$ cat config.mk
export PLATFORM = sky130hd
export DESIGN_NAME = wb_arbiter
export DESIGN_NICKNAME = d
export VERILOG_FILES = /design/src/rtl/wb_arbiter_pkg.sv /design/src/rtl/wb_arbiter_fifo.sv /design/src/rtl/wb_arbiter.sv
export SDC_FILE = /design/constraint.sdc
export NUM_CORES = 1
export LEC_CHECK = 0
export ABC_AREA = 1
export CAP_MARGIN = 20
export CORE_MARGIN = 5
export CORE_UTILIZATION = 63
export CTS_CLUSTER_DIAMETER = 100
export DETAILED_ROUTE_END_ITERATION = 8
export DONT_BUFFER_PORTS = 1
export GPL_TIMING_DRIVEN = 1
export MAX_ROUTING_LAYER = met4
export PLACE_DENSITY = 0.88
export REMOVE_ABC_BUFFERS = 1
export SETUP_SLACK_MARGIN = 0.2
export SYNTH_ARGS = -nofsm -noshare
export SYNTH_HDL_FRONTEND = slang
export SYNTH_SLANG_ARGS = --single-unit
$ cat constraint.sdc
create_clock -name clk -period 2.8 [get_ports clk]
set_input_delay 0.56 -clock clk [delete_from_list [all_inputs] [get_ports clk]]
set_output_delay 0.56 -clock clk [all_outputs]
set_load 0.02 [all_outputs]
$ cat src/rtl/wb_arbiter_pkg.sv
`default_nettype none
// ============================================================================
//  Module   : wb_arbiter_pkg
//  Purpose  : Shared parameters and types for the writeback arbiter.
//             - Default register-index / operand widths and queue depth.
//             - Queue entry layout: {rd, data}, with rd in the upper bits.
//             - Source identifier enum, used as the round-robin state.
//  Macros   : none
//  Revision : 1.0 - initial release
// ============================================================================
package wb_arbiter_pkg;

  localparam int unsigned W_RD_DEFAULT       = 4;
  localparam int unsigned W_OPR_DEFAULT      = 32;
  localparam int unsigned FIFO_DEPTH_DEFAULT = 2;

  // Reference layout of one queue entry at default widths. The arbiter packs
  // entries as {rd, data} for any width, in this same field order.
  typedef struct packed {
    logic [W_RD_DEFAULT-1:0]  rd;
    logic [W_OPR_DEFAULT-1:0] data;
  } wb_entry_t;

  typedef enum logic {
    SRC0 = 1'b0,
    SRC1 = 1'b1
  } src_e;

  // Round-robin successor of a granted source.
  function automatic src_e other_src(input src_e s);
    return (s == SRC0) ? SRC1 : SRC0;
  endfunction

endpackage
`default_nettype wire

$ cat src/rtl/wb_arbiter_fifo.sv
`default_nettype none
// ============================================================================
//  Module   : wb_fifo
//  Purpose  : Small per-source queue. DEPTH must be a power of two >= 2 so
//             the read/write pointers wrap naturally.
//  Ports    : clk, reset - clock, synchronous active-high reset
//             push_i     - write din_i (caller guarantees not full)
//             pop_i      - drop head (caller guarantees not empty)
//             din_i      - entry to enqueue
//             head_o     - oldest entry (undefined while empty)
//             count_o    - registered occupancy, 0..DEPTH
//  Macros   : none
//  Revision : 1.0 - initial release
// ============================================================================
module wb_fifo #(
  parameter int unsigned WIDTH = 36,
  parameter int unsigned DEPTH = 2
) (
  input  logic                   clk,
  input  logic                   reset,
  input  logic                   push_i,
  input  logic                   pop_i,
  input  logic [WIDTH-1:0]       din_i,
  output logic [WIDTH-1:0]       head_o,
  output logic [$clog2(DEPTH):0] count_o
);
  localparam int unsigned AW = $clog2(DEPTH);
  localparam int unsigned CW = AW + 1;

  logic [WIDTH-1:0] mem_q [DEPTH];
  logic [AW-1:0]    wr_ptr_q, wr_ptr_d;
  logic [AW-1:0]    rd_ptr_q, rd_ptr_d;
  logic [CW-1:0]    count_q, count_d;

  always_comb begin
    wr_ptr_d = wr_ptr_q;
    rd_ptr_d = rd_ptr_q;
    count_d  = count_q;
    if (push_i) wr_ptr_d = wr_ptr_q + AW'(1);
    if (pop_i)  rd_ptr_d = rd_ptr_q + AW'(1);
    // Simultaneous push and pop leaves the occupancy unchanged.
    if (push_i && !pop_i)      count_d = count_q + CW'(1);
    else if (!push_i && pop_i) count_d = count_q - CW'(1);
  end

  always_ff @(posedge clk) begin
    if (reset) begin
      wr_ptr_q <= '0;
      rd_ptr_q <= '0;
      count_q  <= '0;
    end else begin
      wr_ptr_q <= wr_ptr_d;
      rd_ptr_q <= rd_ptr_d;
      count_q  <= count_d;
    end
  end

  // Storage needs no reset: nothing is read before the pointers move.
  always_ff @(posedge clk) begin
    if (push_i) mem_q[wr_ptr_q] <= din_i;
  end

  assign head_o  = mem_q[rd_ptr_q];
  assign count_o = count_q;

endmodule
`default_nettype wire

$ cat src/rtl/wb_arbiter.sv
`default_nettype none
// ============================================================================
//  Module   : wb_arbiter
//  Purpose  : Merges results from two execution sources into the single
//             register-file write port. Each source has its own queue; a
//             round-robin arbiter picks one head per cycle into a registered
//             write strobe / index / value.
//  Ports    : clk, reset          - clock, synchronous active-high reset
//             srcN_valid_i/rd_i/data_i, srcN_ready_o - source N handshake
//             wb_o, wb_r_o, result_o               - register-file write
//  Macros   : WB_BYPASS_EN - a beat arriving at an empty queue competes in
//             arbitration the same cycle (writeback one cycle earlier).
//  Revision : 1.0 - initial release
// ============================================================================
module wb_arbiter
  import wb_arbiter_pkg::*;
#(
  parameter int unsigned W_RD       = W_RD_DEFAULT,
  parameter int unsigned W_OPR      = W_OPR_DEFAULT,
  parameter int unsigned FIFO_DEPTH = FIFO_DEPTH_DEFAULT
) (
  input  logic             clk,
  input  logic             reset,
  input  logic             src0_valid_i,
  input  logic [W_RD-1:0]  src0_rd_i,
  input  logic [W_OPR-1:0] src0_data_i,
  output logic             src0_ready_o,
  input  logic             src1_valid_i,
  input  logic [W_RD-1:0]  src1_rd_i,
  input  logic [W_OPR-1:0] src1_data_i,
  output logic             src1_ready_o,
  output logic             wb_o,
  output logic [W_RD-1:0]  wb_r_o,
  output logic [W_OPR-1:0] result_o
);
  localparam int unsigned W_ENT = W_RD + W_OPR;
  localparam int unsigned CW    = $clog2(FIFO_DEPTH) + 1;

  logic [1:0]             valid, ready, accept, nonempty, cand, grant, push, pop;
  logic [1:0][W_ENT-1:0]  in_ent, fifo_head, cand_ent;
  logic [1:0][CW-1:0]     count;
  logic [W_ENT-1:0]       win_ent;

  src_e                   rr_q, rr_d;
  logic                   wb_q, wb_d;
  logic [W_RD-1:0]        wb_r_q, wb_r_d;
  logic [W_OPR-1:0]       result_q, result_d;

  assign valid[0]     = src0_valid_i;
  assign valid[1]     = src1_valid_i;
  assign in_ent[0]    = {src0_rd_i, src0_data_i};
  assign in_ent[1]    = {src1_rd_i, src1_data_i};
  assign src0_ready_o = ready[0];
  assign src1_ready_o = ready[1];

  for (genvar s = 0; s < 2; s++) begin : g_src
    wb_fifo #(
      .WIDTH (W_ENT),
      .DEPTH (FIFO_DEPTH)
    ) u_fifo (
      .clk     (clk),
      .reset   (reset),
      .push_i  (push[s]),
      .pop_i   (pop[s]),
      .din_i   (in_ent[s]),
      .head_o  (fifo_head[s]),
      .count_o (count[s])
    );

    // Ready depends only on the registered count, never on valid.
    assign ready[s]    = (count[s] < CW'(FIFO_DEPTH));
    assign nonempty[s] = (count[s] != '0);
    assign accept[s]   = valid[s] & ready[s];
    assign pop[s]      = grant[s] & nonempty[s];
`ifdef WB_BYPASS_EN
    // A beat arriving at an empty queue may win immediately; it is only
    // enqueued when it loses.
    assign cand[s]     = nonempty[s] | accept[s];
    assign cand_ent[s] = nonempty[s] ? fifo_head[s] : in_ent[s];
    assign push[s]     = accept[s] & ~(grant[s] & ~nonempty[s]);
`else
    assign cand[s]     = nonempty[s];
    assign cand_ent[s] = fifo_head[s];
    assign push[s]     = accept[s];
`endif
  end

  assign win_ent = grant[1] ? cand_ent[1] : cand_ent[0];

  // rr_q names the source that wins when both compete.
  always_comb begin
    grant    = '0;
    rr_d     = rr_q;
    wb_d     = 1'b0;
    wb_r_d   = wb_r_q;
    result_d = result_q;
    if (cand[0] && (!cand[1] || rr_q == SRC0)) begin
      grant[0] = 1'b1;
      rr_d     = other_src(SRC0);
    end else if (cand[1]) begin
      grant[1] = 1'b1;
      rr_d     = other_src(SRC1);
    end
    if (|grant) begin
      wb_d               = 1'b1;
      {wb_r_d, result_d} = win_ent;
    end
  end

  always_ff @(posedge clk) begin
    if (reset) begin
      rr_q     <= SRC0;
      wb_q     <= 1'b0;
      wb_r_q   <= '0;
      result_q <= '0;
    end else begin
      rr_q     <= rr_d;
      wb_q     <= wb_d;
      wb_r_q   <= wb_r_d;
      result_q <= result_d;
    end
  end

  assign wb_o     = wb_q;
  assign wb_r_o   = wb_r_q;
  assign result_o = result_q;

endmodule
`default_nettype wire

Word-level counts from Yosys, hierarchy flattened
Memory sizes are Yosys's and may differ from the RTL's. A register that Yosys moved wholly into a read port is not among the register bits.
Cells that the tools add are included.
{ "op_classes": {"addsub": 8, "magnitude_cmp": 2, "mux": 19, "bitwise": 5, "reduce_logical": 17} }
{ "ops": {"columns": ["operator", "n"], "rows": [
  ["36-bit 2-to-1 mux", 1],
  ["1-bit 2-to-1 mux", 14],
  ["2-bit nonzero test", 5],
  ["2-bit 2-to-1 mux", 4],
  ["1-bit logical AND", 5],
  ["1-bit logical NOT", 5],
  ["1-bit adder, second input constant", 4],
  ["2-bit by 1-bit adder with 2-bit output, second input constant", 2],
  ["1-bit bitwise AND", 4],
  ["2-bit less-than comparator, second input constant", 2],
  ["2-bit by 1-bit subtractor with 2-bit output, second input constant", 2],
  ["2-bit OR reduction", 1],
  ["1-bit logical OR", 1],
  ["1-bit NOT", 1]
]} }
{ "word_totals": {"reg_bits": 46, "mem_bits_rw": 144, "input_bits": 76, "n_memories": 2} }
{ "memory_table": {"columns": ["memory", "depth", "width", "rd", "rd_clocked_by_memory_dff", "wr", "line", "text"], "rows": [
  ["g_src[0].u_fifo.mem_q", 2, 36, 1, 1, 1, "wb_arbiter_fifo.sv:30", "logic [WIDTH-1:0] mem_q [DEPTH];"],
  ["g_src[1].u_fifo.mem_q", 2, 36, 1, 1, 1, "wb_arbiter_fifo.sv:30", null]
]} }

Logic depth before layout (Yosys ltp)
Gate-level depths: netlist of run 1.
{ "logic_depth": {"ltp_word": 9, "mapped_depth": 11, "depth_no_buf": 11} }

By module
From an unflattened synthesis of run 1, not the netlist that was laid out.
{ "hier_totals": {"cells_unflattened": 607, "hier_area_um2": 7935.1} }
{ "modules_own_cells": {"columns": ["module", "n_inst", "cells_per_inst", "area_per_inst_um2", "seq_area_each_um2"], "rows": [
  ["wb_fifo", 2, 143, 2970.3, 2262.2],
  ["wb_arbiter", 1, 321, 1994.4, 760.7]
]} }

Worst setup path before layout of run 1
No wires, ideal clock.
{ "synth_timing": {"kind": "reg-to-reg", "startpoint": "register g_src[1].u_fifo.count_q[1]", "endpoint": "memory g_src[1].u_fifo.mem_q[1][0], enable pin", "arrival_time_ns": 2.214, "required_ns": 2.369, "setup_slack_ns": 0.155, "path_stages_with_launch": 4, "synth_period_minus_slack_ns": 2.645, "cell_sequence": "dfxtp_1 > inv_1 > nand2_1 > nor2_1"} }
{ "synth_via": {"elab_chain_len": 4} }
{ "synth_lines": {"columns": ["item", "line", "text"], "rows": [
  ["start, declared", "wb_arbiter_fifo.sv:33", "logic [CW-1:0] count_q, count_d;"],
  ["start signal, assigned", "wb_arbiter_fifo.sv:54", "count_q <= count_d;"],
  ["2-bit less-than comparator", "wb_arbiter.sv:71", "assign ready[s] = (count[s] < CW'(FIFO_DEPTH));"],
  ["named net src1_ready_o", "wb_arbiter.sv:31", "output logic src1_ready_o,"],
  ["1-bit bitwise AND", "wb_arbiter.sv:73", "assign accept[s] = valid[s] & ready[s];"],
  ["1-bit 2-to-1 mux", "wb_arbiter_fifo.sv:60", "if (push_i) mem_q[wr_ptr_q] <= din_i;"],
  ["1-bit 2-to-1 mux (implied by the code)", "wb_arbiter_fifo.sv:60", null],
  ["end, declared", "wb_arbiter_fifo.sv:30", null]
]} }
The timed path passes the listed nets, and every way through them passes these cells.

Worst setup path in the final report of run 1
{ "layout_timing": {"startpoint": "register g_src[0].u_fifo.count_q[0]", "endpoint": "register g_src[1].u_fifo.count_q[1]"} }
{ "layout_via": {"elab_chain_len": 7, "elab_cells_between_ends": 9} }
{ "layout_lines": {"columns": ["item", "line", "text"], "rows": [
  ["start, declared", "wb_arbiter_fifo.sv:33", null],
  ["start signal, assigned", "wb_arbiter_fifo.sv:54", null],
  ["2-bit nonzero test *", "wb_arbiter.sv:72", "assign nonempty[s] = (count[s] != '0);"],
  ["1-bit logical AND *", "wb_arbiter.sv:97", "if (cand[0] && (!cand[1] || rr_q == SRC0)) begin"],
  ["1-bit 2-to-1 mux *", "wb_arbiter.sv:97", null],
  ["1-bit bitwise AND *", "wb_arbiter.sv:74", "assign pop[s] = grant[s] & nonempty[s];"],
  ["1-bit logical NOT", "wb_arbiter_fifo.sv:42", "if (push_i && !pop_i) count_d = count_q + CW'(1);"],
  ["1-bit logical AND", "wb_arbiter_fifo.sv:42", null],
  ["2-bit 2-to-1 mux / 2-bit nonzero test (equally long branches)", null, null]
]} }
Mark *: on every way between the ends. The rest lies on a longest branch, timed or not.
A chain may end at the register's enable or synchronous reset.

==> metrics.txt, run 1 <==
outcome finished, final reports clean; yosys warns 0; Hold Path Cell Cnt 1; Critical Path End Type flip-flop; initial antenna violation count 0; # diodes 0; final hold violations 0; placement row count 39; fmax 515 MHz; Worst Hold Endpoint g_src[1].u_fifo.count_o[0]; Non-Filler Instances 803; cts bufs inserted 17; Max Slew Vio Count 0; Reg clk slew, reported paths 0.07 ns; Layout Skew between 0.007 and 0.008 ns; XOR/XNOR Fraction of Synth Area 0.237%; Worst Min Path Start reset; Power Density approximately 1100 mW/mm2; Mean Syn Cell Area 11.4 um2; Clock Sinks 192; die footprint around 0.014 mm2; Hold Path Class input pin to flip-flop; post-layout minimum cycle time 1.94 ns; P&R area growth vs syn 9.30%; RSZ-0062 raised after global routing false; Worst Path Arrival 2.27 ns; Setup TNS 0 ns; layout cells sized above 1 10.2%; GPL Wtd Cong 0.798; Slew @ Worst Pin 0.922 ns; placed cells a little under 800; first-pass GRT wire length roughly 24,000 um; Synth Register Bits 192; via count 4,473; R2R Setup Slk 0.86 ns; Die Ht 118 um; hold buffers post-CTS 0; Starting Density 64.6%; reg2reg path depth 8; total track usage a little under a quarter; Synth Cell Area 0.00740 mm2; mux cell area share after synthesis 0%; most frequent CP cell nor2_1; CP Max Fanout 21; Layout Nets between 700 and 800; Synth cell types 23; Max Root-Sink Buffers 2; Max Cap Viol 0; Core Region 0.0115 mm2; post-CTS resize count 0; fin crit share 69.4%; CTS root buf clkbuf_16; H-tree levels 4; slowest cell on the critical path o21ai_4; DR DRC count 0; Compound-Gate Fraction of Synth Area 5.76%; combinational family with the most area after synthesis simple AND/OR/NAND/NOR gates; Leak 3.12 nW; PortBufs 0; Slew HR 38.4%; final WL 15,300 um; final setup fails 0; Synth Area in Simple Gates between 10% and 20%; DP HPWL 9560 um; vias in the first global route 4,681; Startpoint Class flip-flop; Antenna Nets Post-Route 0; crit path cell chain nor2_4 > o21ai_4 > buf_16 > ha_1 > nor2_1 > nand2_1 > nor2_1 > nor2_1; Starting DRT DRC Count 423; crit path kind flip-flop to flip-flop; vias per inst 5.57; Synth Area in Adders 0.338%; VDD IR max around 0.00090 V; DR pass1 iterations 5; postcts setup bufs 0; largest net degree at the start of global routing 45; io pins between 100 and 150; CP required 3.13 ns; CTS tree built; worst path bufs/invs 1; sequential fraction of the synthesis area 71.4%; average routed wire per standard cell 19.0 um; CP peak stage delay 0.47 ns; CP top delay family compound AO/OA/AOI/OAI gates; grt ovf 0; R2R Path Start g_src[0].u_fifo.count_o[0]; Worst-Skew Late Latency 0.43 ns; Reg-to-Reg End g_src[1].u_fifo.count_o[1]; Post-Synthesis Cells ~650; width of the die between 100 and 150 um
worst reg2reg max path, stage by stage, from the launching register on:
cell and delay, ns:
dfxtp_1 0.42, nor2_4 0.09, o21ai_4 0.47, buf_16 0.24, ha_1 0.27, nor2_1 0.12, nand2_1 0.07, nor2_1 0.09
nor2_1 0.05
power breakdown:
group          switching [W]  leakage [nW]  total, W  internal, W
Clock                0.00102         0.267   0.00233      0.00132
Sequential          0.000547          1.74   0.00422      0.00367
Combinational        0.00154          1.12   0.00229     0.000746
stage by stage:
| step | utilization [%] | hold WS (ns) | instance area [um2] | power (W) | setup slack (ns) |
|---|---|---|---|---|---|
| after floorplan | - | 0.465 | 7200 | 0.00574 | 0.155 |
| final | 70.6 | 0.193 | 8090 | 0.00884 | 0.858 |
| after global placement | 65.2 | 0.476 | 7480 | 0.00633 | 0.655 |
| after detailed placement | 65.2 | 0.492 | 7480 | 0.00649 | 0.589 |
| after CTS | 70.2 | 0.177 | 8050 | 0.00882 | 0.609 |
| after global routing | 70.6 | 0.172 | 8090 | 0.00938 | 0.639 |
placed cells by master, fill, tap and decap left out:
master	netlist	final
nand2_1	195	195
edfxtp_1	144	144
o21ai_0	73	73
dfxtp_1	48	47
inv_1	46	46
nand3_1	36	36
or2_1	20	20
nor2_1	21	17
clkbuf_16	0	17
or2_2	15	15
buf_4	3	8
nor2_4	3	7
a21oi_1	3	3
inv_6	0	3
clkinv_1	0	3
clkinvlp_4	0	3
inv_2	2	2
nand2_2	2	2
a21oi_4	2	2
nor3_1	2	2
xor2_1	2	2
ha_1	2	2
bufinv_16	0	2
clkinv_4	0	2
clkbuf_1	10	2
o21ai_4	0	1
o21ai_1	1	1
dfxtp_2	0	1
buf_16	0	1
buf_8	0	1
area by class of cell:
cell class / instances / area (um2)
multi-input combinational: 378 / 1770
inverter: 48 / 180
tap: 143 / 179
timing repair buffer: 10 / 103
fill: 749 / 3380
clock inverter: 13 / 138
sequential: 192 / 5290
clock buffer: 19 / 433
flip-flops by register name, indices dropped and copies added, names as in the netlist, named ones only:
| name | flops |
|---|---|
| result_o | 32 |
| wb_o | 1 |
| g_src.u_fifo.wr_ptr_q | 2 |
| g_src.u_fifo.rd_ptr_q | 2 |
| g_src.u_fifo.mem_q | 144 |
| wb_r_o | 4 |
| rr_q | 1 |
| g_src.u_fifo.count_o | 4 |
cell families after synthesis:
family / Yosys count
adder cells (fa/ha/maj): 2
buffers and inverters: 77
XOR/XNOR: 2
AND/OR/NAND/NOR: 294
AO/OA/AOI/OAI: 80
flip-flops: 192
synth_stat cells:
master | count | share of area, %
o21ai_1 | 1 | 0.068
nand2_2 | 2 | 0.17
nor2_1 | 21 | 1.1
nand3_1 | 36 | 2.4
a21oi_1 | 3 | 0.20
buf_6 | 10 | 1.5
o21ai_0 | 73 | 4.9
inv_1 | 46 | 2.3
inv_2 | 2 | 0.10
nor2_4 | 3 | 0.46
a21oi_4 | 2 | 0.44
or2_1 | 20 | 1.7
clkbuf_1 | 10 | 0.51
xor2_1 | 2 | 0.24
buf_2 | 6 | 0.41
ha_1 | 2 | 0.34
o21ai_2 | 1 | 0.12
edfxtp_1 | 144 | 58
nand2_1 | 195 | 9.9
dfxtp_1 | 48 | 13
or2_2 | 15 | 1.3
buf_4 | 3 | 0.30
nor3_1 | 2 | 0.14
how the worst max path moves through the flow:
stage | from | to | slack (ns) | depth (start not counted)
global placement | g_src[0].u_fifo.count_o[0] | g_src[1].u_fifo.count_o[1] | 0.66 | 7
CTS | g_src[0].u_fifo.count_o[0] | g_src[1].u_fifo.count_o[1] | 0.61 | 8
detailed placement | g_src[0].u_fifo.count_o[0] | g_src[1].u_fifo.count_o[1] | 0.59 | 7
finish | g_src[0].u_fifo.count_o[0] | g_src[1].u_fifo.count_o[1] | 0.86 | 8
floorplan | g_src[1].u_fifo.count_o[1] | g_src[1].u_fifo.mem_q[1][0] | 0.15 | 3
global route | g_src[1].u_fifo.count_o[1] | g_src[1].u_fifo.count_o[1] | 0.64 | 10
routing by layer:
metal  part of all wire, %  track usage (%)  up-vias
met5                     0                -        -
met4                   1.3             6.73        0
met3                    10             10.9       16
met2                    52             38.9      158
met1                    37             24.3     2142
li1                      -                -     2157
No activity file was read; power rests on OpenSTA's default activity.
==> inputs of run 2 (changes only) <==
==> constraint.sdc (replaced) <==
create_clock -name clk -period 1.8 [get_ports clk]
set_input_delay 0.36 -clock clk [delete_from_list [all_inputs] [get_ports clk]]
set_output_delay 0.36 -clock clk [all_outputs]
set_load 0.02 [all_outputs]
==> run 2 against run 1 <==
Register-to-register slack lost 0.61 ns. Critical path depth grew 2. Sequential power grew 55%. Critical endpoint is now g_src[0].u_fifo.count_o[1]. Global-route usage grew 0.22 points. Utilization grew 1.1 points. First-iteration DRC count shrank 5.4%. Largest cell class unchanged.
==> metrics.txt, run 2 (synthesized netlist as in run 1, its figures left out) <==
Layout Skew 0.0106 ns; reg2reg path depth 10; most used routing layer met2; Fillers 734; Antenna Nets Post-Route 0; P&R area growth vs syn 11.0%; Reg clk slew, reported paths 0.07 ns; VDD IR max 0.00128 V; Max Root-Sink Buffers 2; PortBufs 0; largest net degree at the start of global routing 45; R2R Path Start g_src[1].u_fifo.count_o[0]; io pins 115; Worst Path Arrival 1.91 ns; CP Max Fanout 3; Slew @ Worst Pin 0.404 ns; outcome finished, final reports clean; Biggest register g_src.u_fifo.mem_q; Slew HR 73.1%; grt ovf 0; Hold Path Class input pin to flip-flop; RSZ-0062 raised after global routing true; die footprint approximately 0.014 mm2; WHS 0.0243 ns; CP required between 2 and 2.5 ns; fmax 645 MHz; final hold violations 0; placement row count 39; width of the die 118 um; Core Region about 0.011 mm2; Max Slew Vio Count 0; commonest non-fill, non-tap cell in the layout nand2_1; Max Cap Viol 0; final core occ 71.7%; GR Layer Usage met3 8.83%; Starting Density 64.6%; DR pass1 iterations 5; Clock Sinks roughly 190; initial antenna violation count 0; layout cells sized above 1 13.2%; Worst-Skew Late Latency between 0.4 and 0.5 ns; CTS tree built; Layout Nets 740; Worst Hold Endpoint g_src[0].u_fifo.mem_q[1][10]; DR DRC count 0; crit path kind flip-flop to flip-flop; DP HPWL 9740 um; Power Density 1690 mW/mm2; vias in the first global route ~4,700; Hold Path Cell Cnt 0; fin crit share 86.1%; H-tree levels 4; global-route track usage on met2 37.9%; dpl cell area between 0.007 and 0.008 mm2; CTS root buf clkbuf_16; total track usage 23.3%; post-route cell area between 0.008 and 0.009 mm2; vias per inst 5.60; Power, Total between 0.01 and 0.015 W; cts bufs inserted 17; final setup fails 0; Reg-to-Reg End g_src[0].u_fifo.count_o[1]; GR Layer Usage met1 25.6%; Leak 3.19 nW; post-layout minimum cycle time 1.55 ns; R2R Setup Slk roughly 0.25 ns; via count 4,584; Starting DRT DRC Count 400; # diodes 0; Worst Min Path Start src0_data_i[10]; max reg flops 144; first-pass GRT wire length 24,300 um; Die Ht 118 um; commonest non-fill, non-tap cells in the layout 191 x nand2_1, 144 x edfxtp_1, 73 x o21ai_0; GPL Wtd Cong 0.845; Critical Path End Type flip-flop; Startpoint Class flip-flop; final WL 15,600 um; average routed wire per standard cell 19.0 um
[run 2: metal layers]
metal / share of wire (%) / up-vias
met1: 37 / 2161
li1: - / 2180
met5: 0 / -
met2: 49 / 202
met3: 10 / 41
met4: 2.9 / 0
[run 2: cell type report]
cell class,count,area (um2),area share [%]
sequential,192,5290,64.4
clock buffer,20,437,5.31
clock inverter,12,119,1.45
timing repair buffer,24,220,2.68
inverter,48,184,2.24
timing repair inverter,1,7.51,0.0914
multi-input combinational,378,1780,21.7
tap,143,179,2.18
[run 2: worst max-delay path by stage]
stage | startpoint | end | slack, ns
global route | g_src[1].u_fifo.count_o[0] | g_src[0].u_fifo.count_o[1] | 0.1
floorplan | g_src[1].u_fifo.count_o[1] | g_src[1].u_fifo.mem_q[1][0] | -0.85
finish | g_src[1].u_fifo.count_o[0] | g_src[0].u_fifo.count_o[1] | 0.25
detailed placement | flip-flop | result_o[12] | 0.15
global placement | flip-flop | result_o[23] | 0.27
CTS | g_src[1].u_fifo.count_o[0] | g_src[0].u_fifo.count_o[1] | 0.21
[run 2: critical path, cell delays in order, from the launching register on]
cell     delay (ns)
dfxtp_1        0.42
inv_1          0.11
nand2_2        0.11
nand2_2        0.08
nand2_1        0.12
ha_1           0.27
nor2_1         0.11
nand2_1        0.07
nand2_1        0.06
nand2_1        0.05
nor2_1         0.08
[run 2: what timing repair did]
action / CTS / global route
cloned: 1 / 0
resized for setup: 2 / 7
setup endpoints to repair: 27 / 40
hold buffers: 1 / 0
hold endpoints to repair: 4 / 0
setup buffers: 2 / 3
[run 2: metrics by stage]
| step | instances | setup TNS (ns) | setup slack, ns |
|---|---|---|---|
| floorplan | 618 | -114.71 | -0.845 |
| CTS | 815 | 0 | 0.210 |
| finish | 818 | 0 | 0.250 |
| detailed placement | 779 | 0 | 0.151 |
| global route | 818 | 0 | 0.0954 |
| global placement | 779 | 0 | 0.273 |
[run 2: power breakdown]
| group | switching [W] | total (W) | internal, W |
|---|---|---|---|
| combinational | 0.00255 | 0.00384 | 0.00129 |
| sequential | 0.000818 | 0.00653 | 0.00571 |
| clock | 0.00151 | 0.00353 | 0.00203 |
==> inputs of run 3 (changes only) <==
--- a/config.mk
+++ b/config.mk
@@ -6,6 +6,7 @@
 export NUM_CORES = 1
 export LEC_CHECK = 0
 export ABC_AREA = 1
+export ABC_CLOCK_PERIOD_IN_PS = 1800
 export CAP_MARGIN = 20
 export CORE_MARGIN = 5
 export CORE_UTILIZATION = 63
@@ -20,3 +21,4 @@
 export SYNTH_ARGS = -nofsm -noshare
 export SYNTH_HDL_FRONTEND = slang
 export SYNTH_SLANG_ARGS = --single-unit
+export TNS_END_PERCENT = 100
==> results of run 3 <==
Final layout, timing and power as in run 2 (identical DEF).
